**src/rtl/ex_result_stage.sv**
```systemverilog
// ex_result_stage
// ---------------
// Back end of the execute stage, sitting directly behind the ALU. It takes the
// ALU result and zero flag together with the decoded side-band of the same
// instruction. It resolves branches and jumps, emits a one-cycle PC redirect
// pulse, and builds the writeback packet. That packet is held in a 2-entry skid
// buffer with a valid/ready handshake toward memory/writeback.
//
// Ports
//   clk, rst            clock; synchronous active-high reset
//   flush               kills every held entry and any pending redirect
//   in_valid/in_ready   upstream handshake (in_ready depends on state only)
//   alu_result          ALU result
//   alu_result_is_zero  ALU zero flag
//   in_pc, in_imm       instruction PC and sign-extended immediate
//   in_rd, in_reg_write destination register and its write enable
//   in_kind             0 ALU, 1 branch-if-zero, 2 branch-if-nonzero,
//                       3 JAL, 4 JALR, other codes behave as ALU
//   out_valid/out_ready downstream handshake
//   out_rd, out_reg_write, out_wdata, out_misaligned  writeback packet
//   redirect_valid, redirect_pc                       PC redirect pulse
module ex_result_stage #(
   parameter int              XLEN            = 32,
   parameter logic [XLEN-1:0] RESET_PC_UNUSED = '0
) (
   input  logic            clk,
   input  logic            rst,
   input  logic            flush,
   input  logic            in_valid,
   output logic            in_ready,
   input  logic [XLEN-1:0] alu_result,
   input  logic            alu_result_is_zero,
   input  logic [XLEN-1:0] in_pc,
   input  logic [XLEN-1:0] in_imm,
   input  logic [4:0]      in_rd,
   input  logic            in_reg_write,
   input  logic [2:0]      in_kind,
   output logic            out_valid,
   input  logic            out_ready,
   output logic [4:0]      out_rd,
   output logic            out_reg_write,
   output logic [XLEN-1:0] out_wdata,
   output logic            out_misaligned,
   output logic            redirect_valid,
   output logic [XLEN-1:0] redirect_pc
);

   typedef enum logic [2:0] {
      KIND_ALU  = 3'd0,
      KIND_BEQZ = 3'd1,
      KIND_BNEZ = 3'd2,
      KIND_JAL  = 3'd3,
      KIND_JALR = 3'd4
   } kind_e;

   typedef struct packed {
      logic [4:0]      rd;
      logic            reg_write;
      logic [XLEN-1:0] wdata;
      logic            misaligned;
   } wb_pkt_t;

   localparam logic [XLEN-1:0] LINK_OFFSET = XLEN'(4);
   localparam logic [XLEN-1:0] JALR_MASK   = {{(XLEN-1){1'b1}}, 1'b0};

   wb_pkt_t         main_pkt;
   wb_pkt_t         skid_pkt;
   logic            main_valid;
   logic            skid_valid;
   wb_pkt_t         new_pkt;
   logic            new_taken;
   logic [XLEN-1:0] new_target;
   logic [XLEN-1:0] link_addr;
   logic            accept;
   logic            drain;

   // The upstream sees ready only from registered state. A full skid entry means
   // there is no room for a packet. A redirect pulse in flight forces a bubble so
   // the wrong-path instruction behind a taken branch is never taken in. Reset
   // gates ready so nothing can slip in while the state is being cleared.
   assign in_ready = !rst && !skid_valid && !redirect_valid;
   assign accept   = in_valid && in_ready && !flush;
   assign drain    = main_valid && out_ready;

   // Per-packet decode: work out the branch/jump outcome, its target and the
   // writeback data. Branches never write a register. Writes to x0 are dropped
   // here so the buffer never carries a write enable for register 0.
   always_comb begin
      link_addr            = in_pc + LINK_OFFSET;
      new_taken            = 1'b0;
      new_target           = in_pc + in_imm;
      new_pkt.rd           = in_rd;
      new_pkt.reg_write    = in_reg_write;
      new_pkt.wdata        = alu_result;
      new_pkt.misaligned   = 1'b0;
      case (kind_e'(in_kind))
         KIND_BEQZ: begin
            new_taken         = alu_result_is_zero;
            new_pkt.reg_write = 1'b0;
         end
         KIND_BNEZ: begin
            new_taken         = !alu_result_is_zero;
            new_pkt.reg_write = 1'b0;
         end
         KIND_JAL: begin
            new_taken     = 1'b1;
            new_pkt.wdata = link_addr;
         end
         KIND_JALR: begin
            new_taken     = 1'b1;
            new_target    = alu_result & JALR_MASK;
            new_pkt.wdata = link_addr;
         end
         default: begin
         end
      endcase
      if (in_rd == 5'd0) begin
         new_pkt.reg_write = 1'b0;
      end
      new_pkt.misaligned = new_taken && new_target[1];
   end

   // Two-entry skid buffer. Main is the output register and skid is the overflow
   // entry. A new packet goes into main whenever main is empty or being drained
   // this edge with nothing waiting in skid. Otherwise it parks in skid. When
   // main drains while skid is occupied, skid moves forward. That case cannot
   // coincide with an accept, because in_ready is low whenever skid is full.
   always_ff @(posedge clk) begin
      if (rst) begin
         main_valid <= 1'b0;
         skid_valid <= 1'b0;
         main_pkt   <= '0;
         skid_pkt   <= '0;
      end else if (flush) begin
         main_valid <= 1'b0;
         skid_valid <= 1'b0;
      end else if (drain) begin
         if (skid_valid) begin
            main_pkt   <= skid_pkt;
            skid_valid <= 1'b0;
         end else begin
            main_valid <= accept;
            if (accept) begin
               main_pkt <= new_pkt;
            end
         end
      end else if (!main_valid) begin
         main_valid <= accept;
         if (accept) begin
            main_pkt <= new_pkt;
         end
      end else if (accept) begin
         skid_pkt   <= new_pkt;
         skid_valid <= 1'b1;
      end
   end

   // The redirect pulse follows a taken accept by one cycle and lasts exactly one
   // cycle, whether or not the packet can leave the buffer. The target register
   // keeps its last value between pulses.
   always_ff @(posedge clk) begin
      if (rst) begin
         redirect_valid <= 1'b0;
         redirect_pc    <= RESET_PC_UNUSED;
      end else if (flush) begin
         redirect_valid <= 1'b0;
      end else begin
         redirect_valid <= accept && new_taken;
         if (accept && new_taken) begin
            redirect_pc <= new_target;
         end
      end
   end

   // Output fields are masked while main is empty, so an idle stage always shows
   // clean values rather than a stale packet.
   always_comb begin
      out_valid      = main_valid;
      out_rd         = main_valid ? main_pkt.rd : 5'd0;
      out_reg_write  = main_valid && main_pkt.reg_write;
      out_wdata      = main_valid ? main_pkt.wdata : RESET_PC_UNUSED;
      out_misaligned = main_valid && main_pkt.misaligned;
   end

endmodule

```
**config.mk**
```make
export PLATFORM = sky130hd
export DESIGN_NAME = ex_result_stage
export DESIGN_NICKNAME = d
export VERILOG_FILES = /design/src/rtl/ex_result_stage.sv
export SDC_FILE = /design/constraint.sdc
export NUM_CORES = 1
export LEC_CHECK = 0
export ABC_AREA = 1
export BUFFER_PORTS_ARGS = -buffer_cell sky130_fd_sc_hd__buf_2
export CORE_MARGIN = 2
export CORE_UTILIZATION = 61
export CTS_BUF_LIST = sky130_fd_sc_hd__clkbuf_8 sky130_fd_sc_hd__clkbuf_16
export DETAILED_ROUTE_END_ITERATION = 16
export PLACE_DENSITY = 0.88
export SYNTH_ARGS = -nofsm -noshare
export SYNTH_HDL_FRONTEND = slang
export SYNTH_SLANG_ARGS = --single-unit
```
**constraint.sdc**
```tcl
create_clock -name clk -period 5 [get_ports clk]
set_input_delay 1 -clock clk [delete_from_list [all_inputs] [get_ports clk]]
set_output_delay 1 -clock clk [all_outputs]
set_load 0.1 [all_outputs]
```
==> results of run 1 <==
-- worst register-to-register path, stage by stage (launching register included) --
cell	delay, ns
dfxtp_1	0.71
buf_4	0.38
inv_2	0.10
nor2_2	0.74
nor2_2	0.39
clkinv_1	0.11
buf_4	0.40
nor2_1	0.11
o21ai_0	0.12
a21oi_1	0.09
-- worst max-delay path by stage --
stage / slack (ns) / end / depth (start not counted)
4_1_cts: 1.72 / main_pkt[4] / 9
2_1_floorplan: 1.71 / out_wdata[21] / 4
3_3_place_gp: 1.66 / redirect_pc[2] / 9
6_report: 1.68 / main_pkt[4] / 9
5_1_grt: 1.36 / main_pkt[8] / 9
3_5_place_dp: 1.57 / redirect_pc[2] / 9
-- power breakdown --
part	switching, W	internal [W]	total [W]
Combinational	0.000427	0.000186	0.000613
Clock	0.000413	0.000754	0.00117
Sequential	0.0000121	0.000917	0.000929
Total	0.000852	0.00186	0.00271
-- per-layer routing --
metal,GRT usage,routed length (um),vias up
met2,0.596,13400,623
met3,0.0524,2940,75
li1,-,-,5258
met4,0.0993,725,0
met1,0.501,12100,4684
met5,0,0,-
-- sequential cells by signal (all words and copies together), names as in the netlist --
signal	count
skid_valid	1
skid_pkt	39
out_valid	1
main_pkt	39
redirect_valid	1
redirect_pc	32
-- through the flow --
stage / util / hold WS [ns] / setup WS, ns / cell area, sq um / power [W]
finish: 0.720 / 0.463 / 1.68 / 10400 / 0.00271
global route: 0.720 / 0.474 / 1.36 / 10400 / 0.00281
detailed placement: 0.681 / 0.454 / 1.57 / 9830 / 0.00154
CTS: 0.720 / 0.461 / 1.72 / 10400 / 0.00269
global placement: 0.681 / 0.449 / 1.66 / 9830 / 0.00154
floorplan: - / 0.441 / 1.71 / 8910 / 0.00136
-- cell usage in the layout, fill, tap and decap left out, drive strengths merged --
cell type	synthesis	layout
xor2	8	8
nand3	114	114
bufinv	0	2
clkbuf	34	20
a21o	7	7
a31oi	3	3
nor2	142	142
o21ai	72	72
fa	1	1
ha	32	32
clkinv	2	6
or2	12	12
and2	3	3
a21oi	174	174
xnor2	3	3
o21bai	2	2
nand3b	14	14
dfxtp	113	113
o211ai	13	13
nor3	12	12
buf	26	191
nand2	536	536
nand4	15	15
nor3b	1	1
and3	3	3
inv	227	229
-- logic make-up (layout without fill, tap and decap cells) --
family | count (synthesis) | after routing | synth area share
and+or+nand+nor | 852 | 852 | 0.400
buffers and inverters | 289 | 448 | 0.129
AOI/OAI and AO/OA | 271 | 271 | 0.159
DFF | 113 | 113 | 0.254
adders and majority gates | 33 | 33 | 0.0472
xor gates and xnor gates | 11 | 11 | 0.0108
-- cell type report --
| cell class | count | area, sq um | area share |
|---|---|---|---|
| clock inverters | 8 | 91.3 | 0.00880 |
| repair buffers | 191 | 973 | 0.0937 |
| inverters | 229 | 865 | 0.0833 |
| clock buffers | 20 | 467 | 0.0449 |
| multi-input cells | 1167 | 5500 | 0.529 |
| flip-flops and latches | 113 | 2260 | 0.218 |
| well taps | 184 | 230 | 0.0222 |
==> results.md, run 1 <==
- Status: finished clean
- Fmax: between 300 and 400 MHz
- Global-route wire length before repair: 46.1 mm
- DP Wirelength: between 20 and 25 mm
- Vias in the first global route: approximately 9,300
- Critical path startpoint category: flip-flop
- P&R area growth vs syn: 16.5%
- Syn Nets: approximately 1,700
- Hold_buf cts: 0
- Initial antenna violation count: 0
- Inst Count DP: between 1,500 and 2,000
- Maximum number of pins on one net before global-route repair: 89
- Biggest area consumer among synthesized cells: dfxtp_1
- Crit end category: flip-flop
- Reg-to-reg slack, setup: ~1.7 ns
- Hold Path Depth: 2
- Post-synth EDFFs: 0
- Maximum buffer depth of the clock tree: 2
- Top delay family on crit path: simple AND/OR/NAND/NOR gates
- Drt total wl: around 30 mm
- CP Cell Sequence: buf_4, inv_2, nor2_2, nor2_2, clkinv_1, buf_4, nor2_1, o21ai_0, a21oi_1
- Synth top area share: 0.254
- # DRC: 0
- Ratio of cells with drive above 1 in the final layout: 0.145
- CTS root buffer: clkbuf_16
- # diodes: 0
- Buf/Inv on CP: 4
- Ys flop type: dfxtp_1
- Synth async-reset ratio: 0
- Setup repair bufs after CTS: 0
- Drt wl/cell: 15.3 um
- Worst-Skew Late Latency: ~0.42 ns
- CTS sink cnt: between 100 and 150
- Final clock skew: between 0.007 and 0.008 ns
- H-Tree Depth: 4
- Initial DRC count: 1,436
- CP max FO: 43
- Post-DRT Antenna Nets: 0
- Fin. Hold Viols: 0
- Unrepaired setup endpoints after global routing: false
- Reg2Reg Depth: 9
- CTS tree: yes
- Die width: 125 um
- Static Leak: 5.77 nW
- Die ar.: around 16,000 sq um
- Sequential element share of the synthesized area: 0.254
- Initial Util: 0.618
- FILL cells: between 1,000 and 1,500
- Max-Cap Viols: 0
- Hold wc startpoint: skid_pkt[21]
- Rows: 44
- Slew margin rel.: 0.355
- Post-layout min period: about 3.3 ns
- PwrDens: ~260 nW/um^2
- Drt pass-1 iters: 6
- # IOs: ~190
- Critical Path Start: out_valid
- Worst reg2reg path endpoint: main_pkt[4]
- Most common cell in the netlist: nand2_1
- Die Y-Extent: 125 um
- Clock transition at path regs: around 0.05 ns
- Avg Inst Size Synth: roughly 5.7 sq um
- Measured slew at the worst slew-check pin: 0.966 ns
- Non-filler cells, final: approximately 1,900
- R2R Path Start: out_valid
- Core ar.: about 14,000 sq um
- Critical Path RT: 5.26 ns
- Gr ovfl total: 0
- Critical path's slowest cell: nor2_2
- Worst path max stage delay: about 0.74 ns
- Synth cell count leaders: nand2_1 (534), inv_1 (221), a21oi_1 (174)
- Setup TNS: 0 ns
- Cell variety after synth: 38
- Synth top area cells: dfxtp_1 (25%), nand2_1 (22%), a21oi_1 (9.8%), inv_1 (9.3%), nand3_1 (6.2%)
- Port bufs: 184
- Hold Path Sink: skid_pkt[21]
- Hold crit path type: reg2reg
- Vias: 10,640
- Final Cycle Share: 0.663
- Register bit total from synthesis: between 100 and 150
- Max rail drop VDD: ~0.18 mV
- Final Setup Violations: 0
- Post-Syn Instances: ~1,600
- Num CTS Buffers: 17
- CTS resizes: 0
- Mapped Area: 8910 sq um
- Synth Warn #: 0
- WP data arrival: around 3.6 ns
- Max-slew violation count: 0
- Fin nets: about 1,900
- Vias per inst: 5.56
- Gpl congestion: ~0.98
- Crit path kind: reg2reg
- Gr usage total: 0.363
Power figures use the tool's default switching activity.
==> run 2, diff against run 1 <==
--- a/config.mk
+++ b/config.mk
@@ -8,10 +8,10 @@
 export ABC_AREA = 1
 export BUFFER_PORTS_ARGS = -buffer_cell sky130_fd_sc_hd__buf_2
 export CORE_MARGIN = 2
-export CORE_UTILIZATION = 61
+export CORE_UTILIZATION = 51
 export CTS_BUF_LIST = sky130_fd_sc_hd__clkbuf_8 sky130_fd_sc_hd__clkbuf_16
 export DETAILED_ROUTE_END_ITERATION = 16
-export PLACE_DENSITY = 0.88
+export PLACE_DENSITY = 0.78
 export SYNTH_ARGS = -nofsm -noshare
 export SYNTH_HDL_FRONTEND = slang
 export SYNTH_SLANG_ARGS = --single-unit
==> constraint.sdc (replaced) <==
create_clock -name clk -period 3 [get_ports clk]
set_input_delay 0.6 -clock clk [delete_from_list [all_inputs] [get_ports clk]]
set_output_delay 0.6 -clock clk [all_outputs]
set_load 0.1 [all_outputs]
==> run 2 against run 1 <==
Against the previous run: worst setup slack worse by 1.1 ns; clock-buffer cell count down 3; design area grew 1.0%; highest routed layer unchanged; non-clock buffer count increased by 6; via count is 0.94% lower.
==> results.md, run 2 (synthesis gave the netlist of run 1 again) <==
- Initial DRC count: 1,172 (-18%)
- Hold_buf cts: 0 (unchanged)
- # DRC: 0 (unchanged)
- Critical path startpoint category: flip-flop
- Setup TNS: 0 ns (unchanged)
- Final Cycle Share: 0.792
- Core ar.: 17,200 sq um (+19%)
- Measured slew at the worst slew-check pin: 0.967 ns (+0.00114 ns)
- Fin nets: 1,869 (+0.32%)
- Unrepaired setup endpoints after global routing: false
- Drt pass-1 iters: 5 (-1)
- Post-layout min period: between 2 and 2.5 ns
- Pre-CTS setup slack: 0.339 ns (-1.23 ns)
- Crit path kind: reg2out
- Setup repair bufs after CTS: 0 (unchanged)
- Worst-Skew Late Latency: 0.43 ns (about the same)
- CTS root buffer: clkbuf_16
- Final Setup Violations: 0 (unchanged)
- CTS resizes: 0 (unchanged)
- H-Tree Depth: 4 (unchanged)
- Commonest non-fill, non-tap cell in the layout: nand2_1
- PwrDens: 436 nW/um^2 (+67%)
- Hold slack: 0.429 ns (-0.0340 ns)
- Gr ovfl total: 0 (unchanged)
- Fin. Hold Viols: 0 (unchanged)
- CTS sink cnt: 113 (unchanged)
- Vias: 10,540 (-0.94%)
- Initial Util: 0.519 (-0.0990)
- Part of the power in the clock network: 0.437 (+0.006)
- Port bufs: 184 (unchanged)
- Initial antenna violation count: 0 (unchanged)
- Sw frac: 0.344 (+0.0299)
- # IOs: 185 (unchanged)
- Slew margin rel.: 0.355 (about the same)
- Crit end category: output port
- Drt wl/cell: 15.4 um (+0.71%)
- Flop pwr share: 0.338 (-0.005)
- Biggest regs: main_pkt x39, skid_pkt x39, redirect_pc x32
- Status: finished clean
- Fmax: about 420 MHz
- Critical Path RT: 2.40 ns (-2.86 ns)
- Final clock skew: 0.00735 ns (-0.000246 ns)
- Comb power frac: 0.225 (about the same)
- Most frequent cells in the layout: nand2_1 (534), inv_1 (221), buf_2 (184)
- CP max FO: 40 (-7.0%)
- Hold crit path type: in2reg
- PnR worst setup slack: 0.623 ns (-1.06 ns)
- Static Leak: 5.78 nW (+0.21%)
- Clock transition at path regs: 0.06 ns (about the same)
- Max rail drop VDD: 0.408 mV (+130%)
- P&R area growth vs syn: 17.7%
- Ratio of cells with drive above 1 in the final layout: 0.151 (+0.00607)
- Die ar.: 18,500 sq um (+19%)
- Gr usage total: 0.329 (-0.0342)
- Max-slew violation count: 0 (unchanged)
- Num CTS Buffers: 17 (unchanged)
- Vias in the first global route: 9,391 (+1.4%)
- Maximum number of pins on one net before global-route repair: 89 (unchanged)
- Maximum buffer depth of the clock tree: 2 (unchanged)
- Drt total wl: 30.2 mm (+3.4%)
- Sw Pwr: 0.00157 W (+85%)
- Internal cell power: 0.00300 W (+61%)
- Non-filler cells, final: 1,963 (+2.7%)
- Global-route wire length before repair: 47.8 mm (+3.8%)
- Post-DRT Antenna Nets: 0 (unchanged)
- CTS tree: yes
- Die width: 136 um (+9.1%)
- Max-Cap Viols: 0 (unchanged)
- Die Y-Extent: 136 um (+9.1%)
- Vias per inst: 5.37 (-3.5%)
- # diodes: 0 (unchanged)
- Gpl congestion: 0.974 (-0.89%)
- Rows: 48 (+9.1%)
- WP data arrival: 1.78 ns (-1.79 ns)
- DP Wirelength: 23.1 mm (+5.5%)
- Reg-to-reg slack, setup: 0.91 ns (-0.77 ns)
- Inst Count DP: 1,931 (+2.5%)
==> run 2: final timing paths <==
kind	start	end	cells past startpoint
max reg2reg	skid_valid	redirect_pc[17]	7
min	in_rd[1]	skid_pkt[35]	3
max	out_valid	out_wdata[26]	4
min reg2reg	skid_pkt[11]	skid_pkt[11]	2
==> run 2: layer usage <==
metal | share of wire | up-vias | track usage | routed length [um]
li1 | - | 5264 | - | -
met1 | 0.44 | 4704 | 0.461 | 13300
met2 | 0.44 | 507 | 0.516 | 13300
met3 | 0.089 | 65 | 0.0444 | 2680
met4 | 0.032 | 0 | 0.120 | 956
met5 | 0 | - | 0 | 0
==> run 2: per-stage QoR <==
step,instance area (sq um),total power (W),utilization
global route,10500,0.00476,0.611
floorplan,8910,0.00227,-
finish,10500,0.00457,0.611
global placement,9920,0.00257,0.578
detailed placement,9920,0.00258,0.578
CTS,10500,0.00456,0.611
==> run 2: final cells by class <==
cell class                      instances  area (sq um)
Fill cell                            1741          6680
Multi-Input combinational cell       1167          5500
Sequential cell                       113          2260
Timing Repair Buffer                  197          1020
Inverter                              229           865
Clock buffer                           17           425
Tap cell                              225           282
Clock inverter                         15           144
==> run 2: worst max-delay path, cell delays in order, from the launching register on <==
cell and delay [ns]:
dfxtp_1 0.37, buf_4 0.37, nand2_1 0.12, inv_1 0.06, buf_2 0.41
==> run 2: power by group through the flow <==
stage	Combinational, W	Clock [W]	Sequential (W)
after global routing	0.00114	0.00208	0.00155
after CTS	0.00101	0.00200	0.00154
after global placement	0.000994	0	0.00158
after floorplan	0.000610	0	0.00166
final	0.00103	0.00200	0.00155
after detailed placement	0.00100	0	0.00158
